`config.mk`:
```
export PLATFORM = sky130hd
export DESIGN_NAME = spi_burst_ctrl_flat
export DESIGN_NICKNAME = d
export VERILOG_FILES = /design/src/rtl/spi_ctrl_pkg.sv /design/src/rtl/spi_burst_ctrl_if.sv /design/src/rtl/spi_ctrl_delay.sv /design/src/rtl/spi_burst_ctrl.sv /design/src/flat_wrapper.sv
export SDC_FILE = /design/constraint.sdc
export NUM_CORES = 1
export LEC_CHECK = 0
export BUFFER_PORTS_ARGS = -buffer_cell sky130_fd_sc_hd__buf_2
export CORE_MARGIN = 10
export CORE_UTILIZATION = 55
export DETAILED_ROUTE_END_ITERATION = 7
export PLACE_DENSITY_LB_ADDON = 0.25
export SETUP_SLACK_MARGIN = 0.2
export SLEW_MARGIN = 20
export SYNTH_ARGS = -nofsm -noshare
export SYNTH_HDL_FRONTEND = slang
export SYNTH_SLANG_ARGS = --single-unit
export TNS_END_PERCENT = 50
```
`constraint.sdc`:
```
create_clock -name clk -period 3 [get_ports clk]
set_input_delay 0 -clock clk [delete_from_list [all_inputs] [get_ports clk]]
set_output_delay 0 -clock clk [all_outputs]
set_load 0.02 [all_outputs]
```
`src/rtl/spi_ctrl_pkg.sv`:
```
// Shared types and defaults for the SPI burst sequencer: FSM state encoding,
// default chip-select timing and the sizing rule for the shared delay counter.
package spi_ctrl_pkg;

  typedef enum logic [2:0] {
    ST_IDLE,
    ST_SETUP,
    ST_LOAD,
    ST_ISSUE,
    ST_WAIT,
    ST_GAP,
    ST_HOLD,
    ST_DONE
  } state_e;

  localparam int unsigned CS_SETUP_DEF = 2;
  localparam int unsigned CS_HOLD_DEF  = 2;
  localparam int unsigned BYTE_GAP_DEF = 1;

  function automatic int unsigned max3(input int unsigned a, input int unsigned b,
                                       input int unsigned c);
    int unsigned m;
    m = (a > b) ? a : b;
    return (m > c) ? m : c;
  endfunction

  // One spare bit so the largest programmed delay always fits.
  function automatic int unsigned dly_width(input int unsigned s, input int unsigned h,
                                            input int unsigned g);
    return $clog2(max3(s, h, g)) + 1;
  endfunction

endpackage

```
`src/rtl/spi_burst_ctrl_if.sv`:
```
// Bundle of command, transmit, receive, chip-select and byte-engine signals.
// master = the sequencer itself; slave = the bus bridge and byte engine around it.
interface spi_burst_ctrl_if;

  logic       cmd_valid;
  logic       cmd_ready;
  logic [7:0] cmd_len;
  logic       cmd_keep_cs;
  logic       tx_valid;
  logic       tx_ready;
  logic [7:0] tx_data;
  logic       rx_valid;
  logic [7:0] rx_data;
  logic       abort;
  logic       cs_n;
  logic       busy;
  logic       done;
  logic       eng_start;
  logic [7:0] eng_data_in;
  logic [7:0] eng_data_out;
  logic       eng_busy;

  modport master (
    input  cmd_valid, cmd_len, cmd_keep_cs, tx_valid, tx_data, abort,
           eng_data_out, eng_busy,
    output cmd_ready, tx_ready, rx_valid, rx_data, cs_n, busy, done,
           eng_start, eng_data_in
  );

  modport slave (
    output cmd_valid, cmd_len, cmd_keep_cs, tx_valid, tx_data, abort,
           eng_data_out, eng_busy,
    input  cmd_ready, tx_ready, rx_valid, rx_data, cs_n, busy, done,
           eng_start, eng_data_in
  );

endinterface

```
`src/rtl/spi_ctrl_delay.sv`:
```
// Loadable down-counter shared by the SETUP, GAP and HOLD phases.
// Loading N gives N+1 cycles until zero is seen (the load cycle is the first).
module spi_ctrl_delay #(
  parameter int unsigned W = 2
) (
  input  logic         clk,
  input  logic         rst_n,
  input  logic         i_load,
  input  logic [W-1:0] i_value,
  output logic         o_zero
);

  logic [W-1:0] r_cnt;

  // NOTE: clocked state uses non-blocking assignments so every flop samples
  // pre-edge values regardless of block ordering.
  always_ff @(posedge clk or negedge rst_n) begin
    if (!rst_n) begin
      r_cnt <= '0;
    end else if (i_load) begin
      r_cnt <= i_value;
    end else if (r_cnt != '0) begin
      r_cnt <= r_cnt - W'(1);
    end
  end

  assign o_zero = (r_cnt == '0);

endmodule

```
`src/rtl/spi_burst_ctrl.sv`:
```
// SPI transaction sequencer: frames N-byte commands with chip-select setup,
// hold and inter-byte gaps, and is the sole driver of the byte engine's start.
module spi_burst_ctrl
  import spi_ctrl_pkg::*;
#(
  parameter int unsigned CS_SETUP = CS_SETUP_DEF,
  parameter int unsigned CS_HOLD  = CS_HOLD_DEF,
  parameter int unsigned BYTE_GAP = BYTE_GAP_DEF
) (
  input  logic             clk,
  input  logic             rst_n,
  spi_burst_ctrl_if.master bus
);

  localparam int unsigned DW = dly_width(CS_SETUP, CS_HOLD, BYTE_GAP);
  localparam logic [DW-1:0] SETUP_LD = DW'(CS_SETUP - 1);
  localparam logic [DW-1:0] HOLD_LD  = (CS_HOLD > 0)  ? DW'(CS_HOLD - 1)  : '0;
  localparam logic [DW-1:0] GAP_LD   = (BYTE_GAP > 0) ? DW'(BYTE_GAP - 1) : '0;

  state_e     r_state;
  logic [7:0] r_remaining;
  logic       r_keep;
  logic       r_abort;
  logic       r_seen_busy;
  logic       r_cs_n;
  logic       r_busy;
  logic       r_done;
  logic       r_cmd_ready;
  logic       r_rx_valid;
  logic [7:0] r_rx_data;
  logic       r_eng_start;
  logic [7:0] r_eng_data_in;

  logic          w_accept;
  logic          w_complete;
  logic          w_stop;
  logic          w_release;
  logic          w_dly_load;
  logic [DW-1:0] w_dly_value;
  logic          w_dly_zero;
  state_e        w_exit_state;
  logic          w_exit_rise;

  assign w_accept   = (r_state == ST_IDLE) && r_cmd_ready && bus.cmd_valid;
  // eng_busy is only trusted once it has been seen high for this byte.
  assign w_complete = (r_state == ST_WAIT) && r_seen_busy && !bus.eng_busy;
  assign w_stop     = (r_remaining == 8'd1) || r_abort || bus.abort;
  assign w_release  = !r_keep || r_abort || bus.abort;

  always_comb begin
    // NOTE: every combinational output gets a default first so no path can
    // leave it unassigned and infer a latch.
    w_dly_load   = 1'b0;
    w_dly_value  = HOLD_LD;
    w_exit_state = ST_DONE;
    w_exit_rise  = 1'b0;
    if (w_accept) begin
      w_dly_load  = 1'b1;
      w_dly_value = SETUP_LD;
    end else if (w_complete) begin
      w_dly_load  = 1'b1;
      w_dly_value = w_stop ? HOLD_LD : GAP_LD;
    end else if ((r_state == ST_LOAD) && r_abort) begin
      w_dly_load  = 1'b1;
    end
    if (w_release) begin
      if (CS_HOLD == 0) w_exit_rise  = 1'b1;
      else              w_exit_state = ST_HOLD;
    end
  end

  spi_ctrl_delay #(.W(DW)) u_delay (
    .clk     (clk),
    .rst_n   (rst_n),
    .i_load  (w_dly_load),
    .i_value (w_dly_value),
    .o_zero  (w_dly_zero)
  );

  always_ff @(posedge clk or negedge rst_n) begin
    if (!rst_n) begin
      r_state       <= ST_IDLE;
      r_remaining   <= '0;
      r_keep        <= 1'b0;
      r_abort       <= 1'b0;
      r_seen_busy   <= 1'b0;
      r_cs_n        <= 1'b1;
      r_busy        <= 1'b0;
      r_done        <= 1'b0;
      r_cmd_ready   <= 1'b0;
      r_rx_valid    <= 1'b0;
      r_rx_data     <= '0;
      r_eng_start   <= 1'b0;
      r_eng_data_in <= '0;
    end else begin
      r_done      <= 1'b0;
      r_rx_valid  <= 1'b0;
      r_eng_start <= 1'b0;
      if (r_state != ST_IDLE) r_abort <= r_abort | bus.abort;

      case (r_state)
        ST_IDLE: begin
          r_cmd_ready <= 1'b1;
          if (w_accept) begin
            r_cmd_ready <= 1'b0;
            r_busy      <= 1'b1;
            r_remaining <= bus.cmd_len;
            r_keep      <= bus.cmd_keep_cs;
            if (bus.cmd_len == 8'd0) begin
              r_state <= ST_DONE;
            end else if (!r_cs_n) begin
              r_state <= ST_LOAD;
            end else begin
              r_cs_n  <= 1'b0;
              r_state <= ST_SETUP;
            end
          end
        end
        ST_SETUP: if (w_dly_zero) r_state <= ST_LOAD;
        ST_LOAD: begin
          if (r_abort) begin
            r_state <= w_exit_state;
            if (w_exit_rise) r_cs_n <= 1'b1;
          end else if (bus.tx_valid) begin
            r_eng_data_in <= bus.tx_data;
            r_eng_start   <= 1'b1;
            r_state       <= ST_ISSUE;
          end
        end
        ST_ISSUE: begin
          r_seen_busy <= 1'b0;
          r_state     <= ST_WAIT;
        end
        ST_WAIT: begin
          if (bus.eng_busy) r_seen_busy <= 1'b1;
          if (w_complete) begin
            r_rx_data   <= bus.eng_data_out;
            r_rx_valid  <= 1'b1;
            r_remaining <= r_remaining - 8'd1;
            if (w_stop) begin
              r_state <= w_exit_state;
              if (w_exit_rise) r_cs_n <= 1'b1;
            end else begin
              r_state <= (BYTE_GAP == 0) ? ST_LOAD : ST_GAP;
            end
          end
        end
        ST_GAP: if (w_dly_zero) r_state <= ST_LOAD;
        ST_HOLD: begin
          if (w_dly_zero) begin
            r_cs_n  <= 1'b1;
            r_state <= ST_DONE;
          end
        end
        ST_DONE: begin
          r_done  <= 1'b1;
          r_abort <= 1'b0;
          r_busy  <= 1'b0;
          r_state <= ST_IDLE;
        end
        default: r_state <= ST_IDLE;
      endcase
    end
  end

  assign bus.cmd_ready   = r_cmd_ready;
  assign bus.tx_ready    = (r_state == ST_LOAD) && !r_abort && bus.tx_valid;
  assign bus.rx_valid    = r_rx_valid;
  assign bus.rx_data     = r_rx_data;
  assign bus.cs_n        = r_cs_n;
  assign bus.busy        = r_busy;
  assign bus.done        = r_done;
  assign bus.eng_start   = r_eng_start;
  assign bus.eng_data_in = r_eng_data_in;

endmodule

```
`src/flat_wrapper.sv`:
```
// flat-port wrapper written by rule: the top's interface ports become plain ports
module spi_burst_ctrl_flat import spi_ctrl_pkg::*;
#(
  parameter int unsigned CS_SETUP = CS_SETUP_DEF,
  parameter int unsigned CS_HOLD  = CS_HOLD_DEF,
  parameter int unsigned BYTE_GAP = BYTE_GAP_DEF
)
  (clk, rst_n, bus_cmd_valid, bus_cmd_len, bus_cmd_keep_cs, bus_tx_valid, bus_tx_data, bus_abort, bus_eng_data_out, bus_eng_busy, bus_cmd_ready, bus_tx_ready, bus_rx_valid, bus_rx_data, bus_cs_n, bus_busy, bus_done, bus_eng_start, bus_eng_data_in);
  spi_burst_ctrl_if bus_i ();
  input  logic clk;
  input  logic rst_n;
  input wire logic [$bits(bus_i.cmd_valid)-1:0] bus_cmd_valid;
  input wire logic [$bits(bus_i.cmd_len)-1:0] bus_cmd_len;
  input wire logic [$bits(bus_i.cmd_keep_cs)-1:0] bus_cmd_keep_cs;
  input wire logic [$bits(bus_i.tx_valid)-1:0] bus_tx_valid;
  input wire logic [$bits(bus_i.tx_data)-1:0] bus_tx_data;
  input wire logic [$bits(bus_i.abort)-1:0] bus_abort;
  input wire logic [$bits(bus_i.eng_data_out)-1:0] bus_eng_data_out;
  input wire logic [$bits(bus_i.eng_busy)-1:0] bus_eng_busy;
  output wire logic [$bits(bus_i.cmd_ready)-1:0] bus_cmd_ready;
  output wire logic [$bits(bus_i.tx_ready)-1:0] bus_tx_ready;
  output wire logic [$bits(bus_i.rx_valid)-1:0] bus_rx_valid;
  output wire logic [$bits(bus_i.rx_data)-1:0] bus_rx_data;
  output wire logic [$bits(bus_i.cs_n)-1:0] bus_cs_n;
  output wire logic [$bits(bus_i.busy)-1:0] bus_busy;
  output wire logic [$bits(bus_i.done)-1:0] bus_done;
  output wire logic [$bits(bus_i.eng_start)-1:0] bus_eng_start;
  output wire logic [$bits(bus_i.eng_data_in)-1:0] bus_eng_data_in;
  assign bus_i.cmd_valid = bus_cmd_valid;
  assign bus_i.cmd_len = bus_cmd_len;
  assign bus_i.cmd_keep_cs = bus_cmd_keep_cs;
  assign bus_i.tx_valid = bus_tx_valid;
  assign bus_i.tx_data = bus_tx_data;
  assign bus_i.abort = bus_abort;
  assign bus_i.eng_data_out = bus_eng_data_out;
  assign bus_i.eng_busy = bus_eng_busy;
  assign bus_cmd_ready = bus_i.cmd_ready;
  assign bus_tx_ready = bus_i.tx_ready;
  assign bus_rx_valid = bus_i.rx_valid;
  assign bus_rx_data = bus_i.rx_data;
  assign bus_cs_n = bus_i.cs_n;
  assign bus_busy = bus_i.busy;
  assign bus_done = bus_i.done;
  assign bus_eng_start = bus_i.eng_start;
  assign bus_eng_data_in = bus_i.eng_data_in;
  spi_burst_ctrl #(.CS_SETUP(CS_SETUP), .CS_HOLD(CS_HOLD), .BYTE_GAP(BYTE_GAP)) u_core (.clk(clk), .rst_n(rst_n), .bus(bus_i));
endmodule
```
==> key figures <==
Worst hold path
  – Worst Hold Class: primary input to flop
  – Hold path depth: 3
  – Hold Path Origin: bus_cmd_len[0]
  – Hold EP: u_core.r_remaining[0]

Floorplanning
  – Die Footprint: 6120 um^2
  – Area inside the core boundary: 3310 um^2
  – Initial cell density of the core: 56.4%
  – Y dimension of the die: 78.3 um
  – Number of rows created at floorplan: 21
  – Die W: 78.3 um
  – Io pins: 54

Pwr
  – Relative contribution of combinational cells to total power: 44.7%
  – IR Drop Worst-Case VDD: 0.000590 V
  – Net switching component of the power: 1.08 mW
  – Power density over the cells: 1050 nW/um^2
  – Total power consumption of the routed design: 2.62 mW
  – Power Internal: 1.54 mW
  – Part of the total power dissipated in sequential elements: 37.9%
  – Proportion of power drawn by the clock network: 17.4%
  – Static power due to leakage: 1.17 nW
  – Sw Ratio: 41.2%

STA
  – Relative slew margins: 44.6%
  – Worst Clk Skew: 0.00553 ns
  – Final Hold Vio Count: 1
  – Minimum period implied by the final worst setup slack: 2.18 ns
  – Unrepaired setup endpoints after global routing: false
  – Slew of the pin with the lowest slew margin: 0.831 ns
  – Final hold slack: -0.00184 ns
  – Fmax: 0.459 GHz
  – Number of pins with negative max-slew slack in the final report: 0
  – Final Worst Setup Slack: 0.824 ns
  – Setup-violating endpoint count in the final report: 0
  – Share of the cycle needed by the critical path after routing: 72.5%
  – Total negative setup slack: 0 ns

Worst setup path
  – Worst R2R Start: u_core.r_state[0]
  – R2r worst-path depth: 4
  – Worst endpoint required time: 3.23 ns
  – Flop-to-flop setup slack: 0.82 ns
  – Category of the most critical setup path: flop to flop
  – Reg2Reg Capture Point: u_core.r_remaining[3]
  – Setup crit start: u_core.r_state[0]
  – Max Fanout on Critical Path: 17
  – Crit start category: flop
  – Signal arrival time at the worst endpoint: 2.41 ns
  – Endpoint class of the critical path: flop

Cells and area
  – Number of antenna repair diodes: 0
  – Share of layout cells above drive strength 1: 33.7%
  – Core Util, Final: 75.5%
  – Total Nets Final: 285
  – Area growth syn-to-layout: 33.8%

Place
  – Final estimated routing congestion in global placement: 0.920
  – Worst setup slack before clock tree synthesis: 0.830 ns
  – Port bufs: 53
  – Half-perimeter wire length after placement: 3470 um

Routing
  – Initial detailed-routing violation count: 188
  – Number of search-and-repair iterations in the first detailed-routing pass: 4
  – Via count: 1679
  – Wire length per cell after detailed routing: 17.2 um
  – Vias/cell: 5.63
  – Post-route ant nets: 0
  – DRC viols: 0
  – WL final: 5110 um

Synthesis
  – Number of instances in the synthesized netlist: 175
  – EDFF count, synth: 0
  – Main synth FF type: sky130_fd_sc_hd__dfrtp_1
  – Synth Register Bits: 38
  – Post-Syn Nets: 209
  – Cell area after synthesis: 1870 um^2
  – Sequential element share of the synthesized area: 51.0%
  – Async set or reset register ratio after synthesis: 100%
  – Avg Inst Size Synth: 10.7 um^2
  – Yosys warnings: 0
  – Unique cell type count in the Yosys netlist: 45

CTS
  – Max H-tree Level: 2
  – Number of buffers inserted during clock tree synthesis: 5
  – Skew-Pair Late Insertion Delay: 0.35 ns
  – Root buffer cell: sky130_fd_sc_hd__clkbuf_4
  – Clock transition at the registers of the reported paths: 0.11 ns
  – Post-CTS sizing: 0
  – CTS tree: done
  – Number of buffers between clock root and the deepest sink: 2
  – Number of clock sinks: 38

Run status
  – Failing checks: negative hold slack
  – Result of the run: complete, but fails checks

Global route
  – Routing usage on met3: 8.09%
  – Initial antenna violation count: 0
  – Most Crowded Layer GR: met2
  – GR met2 Demand/Resource: 29.3%
  – Vias in the first global route: 1773
  – Leftover overflow at the end of global routing: 0
  – All-Layer GR Usage: 17.0%
  – Maximum number of pins on one net before global-route repair: 39
  – Met1 usage in global routing: 18.1%
  – Wire length of the first global-routing pass: 8550 um

Job
  – Number of max-cap violations: 0
cells in the final DEF, fill, tap and decap left out, types with 3 or more instances in the layout:
cell | Yosys | routed
sky130_fd_sc_hd__inv_1 | 7 | 7
sky130_fd_sc_hd__o2bb2ai_1 | 3 | 3
sky130_fd_sc_hd__o21ai_0 | 8 | 8
sky130_fd_sc_hd__o22ai_1 | 3 | 3
sky130_fd_sc_hd__nand2b_1 | 3 | 3
sky130_fd_sc_hd__a21oi_1 | 11 | 11
sky130_fd_sc_hd__clkbuf_4 | 0 | 5
sky130_fd_sc_hd__dfrtp_1 | 37 | 37
sky130_fd_sc_hd__buf_2 | 1 | 53
sky130_fd_sc_hd__nand2_1 | 9 | 9
sky130_fd_sc_hd__or4_1 | 3 | 3
sky130_fd_sc_hd__and2_1 | 3 | 3
sky130_fd_sc_hd__nor2b_1 | 3 | 3
sky130_fd_sc_hd__nor2_1 | 17 | 17
sky130_fd_sc_hd__nor3_1 | 5 | 5
sky130_fd_sc_hd__ha_1 | 3 | 3
sky130_fd_sc_hd__dlygate4sd3_1 | 0 | 24
sky130_fd_sc_hd__mux2_2 | 17 | 17
sky130_fd_sc_hd__nor4b_1 | 3 | 3
worst max-delay path, cell delays in order, from the launching register on:
cell and delay (ns):
sky130_fd_sc_hd__dfrtp_1 0.55, sky130_fd_sc_hd__or3b_1 0.70, sky130_fd_sc_hd__o22ai_1 0.50, sky130_fd_sc_hd__o21ai_0 0.17, sky130_fd_sc_hd__o2bb2ai_1 0.15
area by class of cell:
cell class                 count  area [um^2]
tap                           46         57.6
clock buffer                   6         51.3
clock inverter                 2         60.1
sequential                    38          952
timing repair buffer          77          505
multi-input combinational    122          846
inverter                       7         26.3
fill                         220          812
how the worst max path moves through the flow:
stage               cells after the start                         to  slack, ns
global route                            4      u_core.r_remaining[0]       0.59
global placement                        3  u_core.bus.eng_data_in[3]       0.98
CTS                                     4      u_core.r_remaining[3]       0.84
finish                                  4      u_core.r_remaining[3]       0.82
floorplan                               4  u_core.bus.eng_data_in[0]       1.33
detailed placement                      4      u_core.r_remaining[3]       0.83
power groups by stage:
stage,logic [mW],clock network (mW),registers (mW)
finish,1.17,0.454,0.993
global route,1.29,0.481,1.03
CTS,1.16,0.459,0.981
detailed placement,1.13,0,0.992
global placement,1.09,0,0.962
floorplan,0.704,0,1.08
cell usage after synthesis (2+ instances only):
library cell                count  area share, %
sky130_fd_sc_hd__o2bb2ai_1      3            1.4
sky130_fd_sc_hd__and3_1         2           0.67
sky130_fd_sc_hd__a22oi_1        2           0.80
sky130_fd_sc_hd__a32oi_1        2           0.94
sky130_fd_sc_hd__nor2_1        17            3.4
sky130_fd_sc_hd__nor2b_1        3            1.0
sky130_fd_sc_hd__mux2_2        17             10
sky130_fd_sc_hd__o21ai_0        8            2.1
sky130_fd_sc_hd__nor3b_1        2           0.80
sky130_fd_sc_hd__inv_1          7            1.4
sky130_fd_sc_hd__nor4b_1        3            1.4
sky130_fd_sc_hd__a31oi_1        2           0.67
sky130_fd_sc_hd__and2_1         3            1.0
sky130_fd_sc_hd__o41ai_1        2           0.94
sky130_fd_sc_hd__dfrtp_1       37             50
sky130_fd_sc_hd__or3b_2         2           0.94
sky130_fd_sc_hd__nor3_1         5            1.3
sky130_fd_sc_hd__or4_1          3            1.2
sky130_fd_sc_hd__nand2_1        9            1.8
sky130_fd_sc_hd__o22ai_1        3            1.0
sky130_fd_sc_hd__clkbuf_1       5            1.0
sky130_fd_sc_hd__a21oi_1       11            2.9
sky130_fd_sc_hd__nand2b_1       3            1.0
sky130_fd_sc_hd__ha_1           3            2.0
cells by family (layout without fill, tap and decap cells):
group                    Yosys count  after routing  share of synthesized area (%)
XOR/XNOR                           1              1                          0.469
buffers and inverters             15             92                           3.69
flip-flops                        38             38                           51.0
multiplexers                      18             18                           10.8
AND/OR/NAND/NOR                   59             59                           17.7
AO/OA/AOI/OAI                     41             41                           14.3
adder cells (fa/ha/maj)            3              3                           2.01
state kept, by name, indices dropped and copies added (netlist names), 2 cells and up:
| signal | flops |
|---|---|
| u_core.bus.eng_data_in | 8 |
| u_core.bus.rx_data | 8 |
| u_core.r_remaining | 8 |
| u_core.r_state | 3 |
| u_core.u_delay.r_cnt | 2 |
timing repair:
action / CTS / global route
hold buffers: 24 / 0
hold endpoints to repair: 60 / 0
buffers inserted: 0 / 0
per-layer routing:
metal,up-vias,part of all wire [%],wire length (um)
met5,-,0,0
met4,0,1.2,61
met3,8,11,543
met2,83,51,2600
met1,805,37,1910
li1,783,-,-
through the flow:
step                std cells  instance area (um^2)
global placement          266                  2150
floorplan                 175                  1870
global route              298                  2500
finish                    298                  2500
detailed placement        266                  2150
CTS                       298                  2500
No activity file was read; power rests on OpenSTA's default activity.
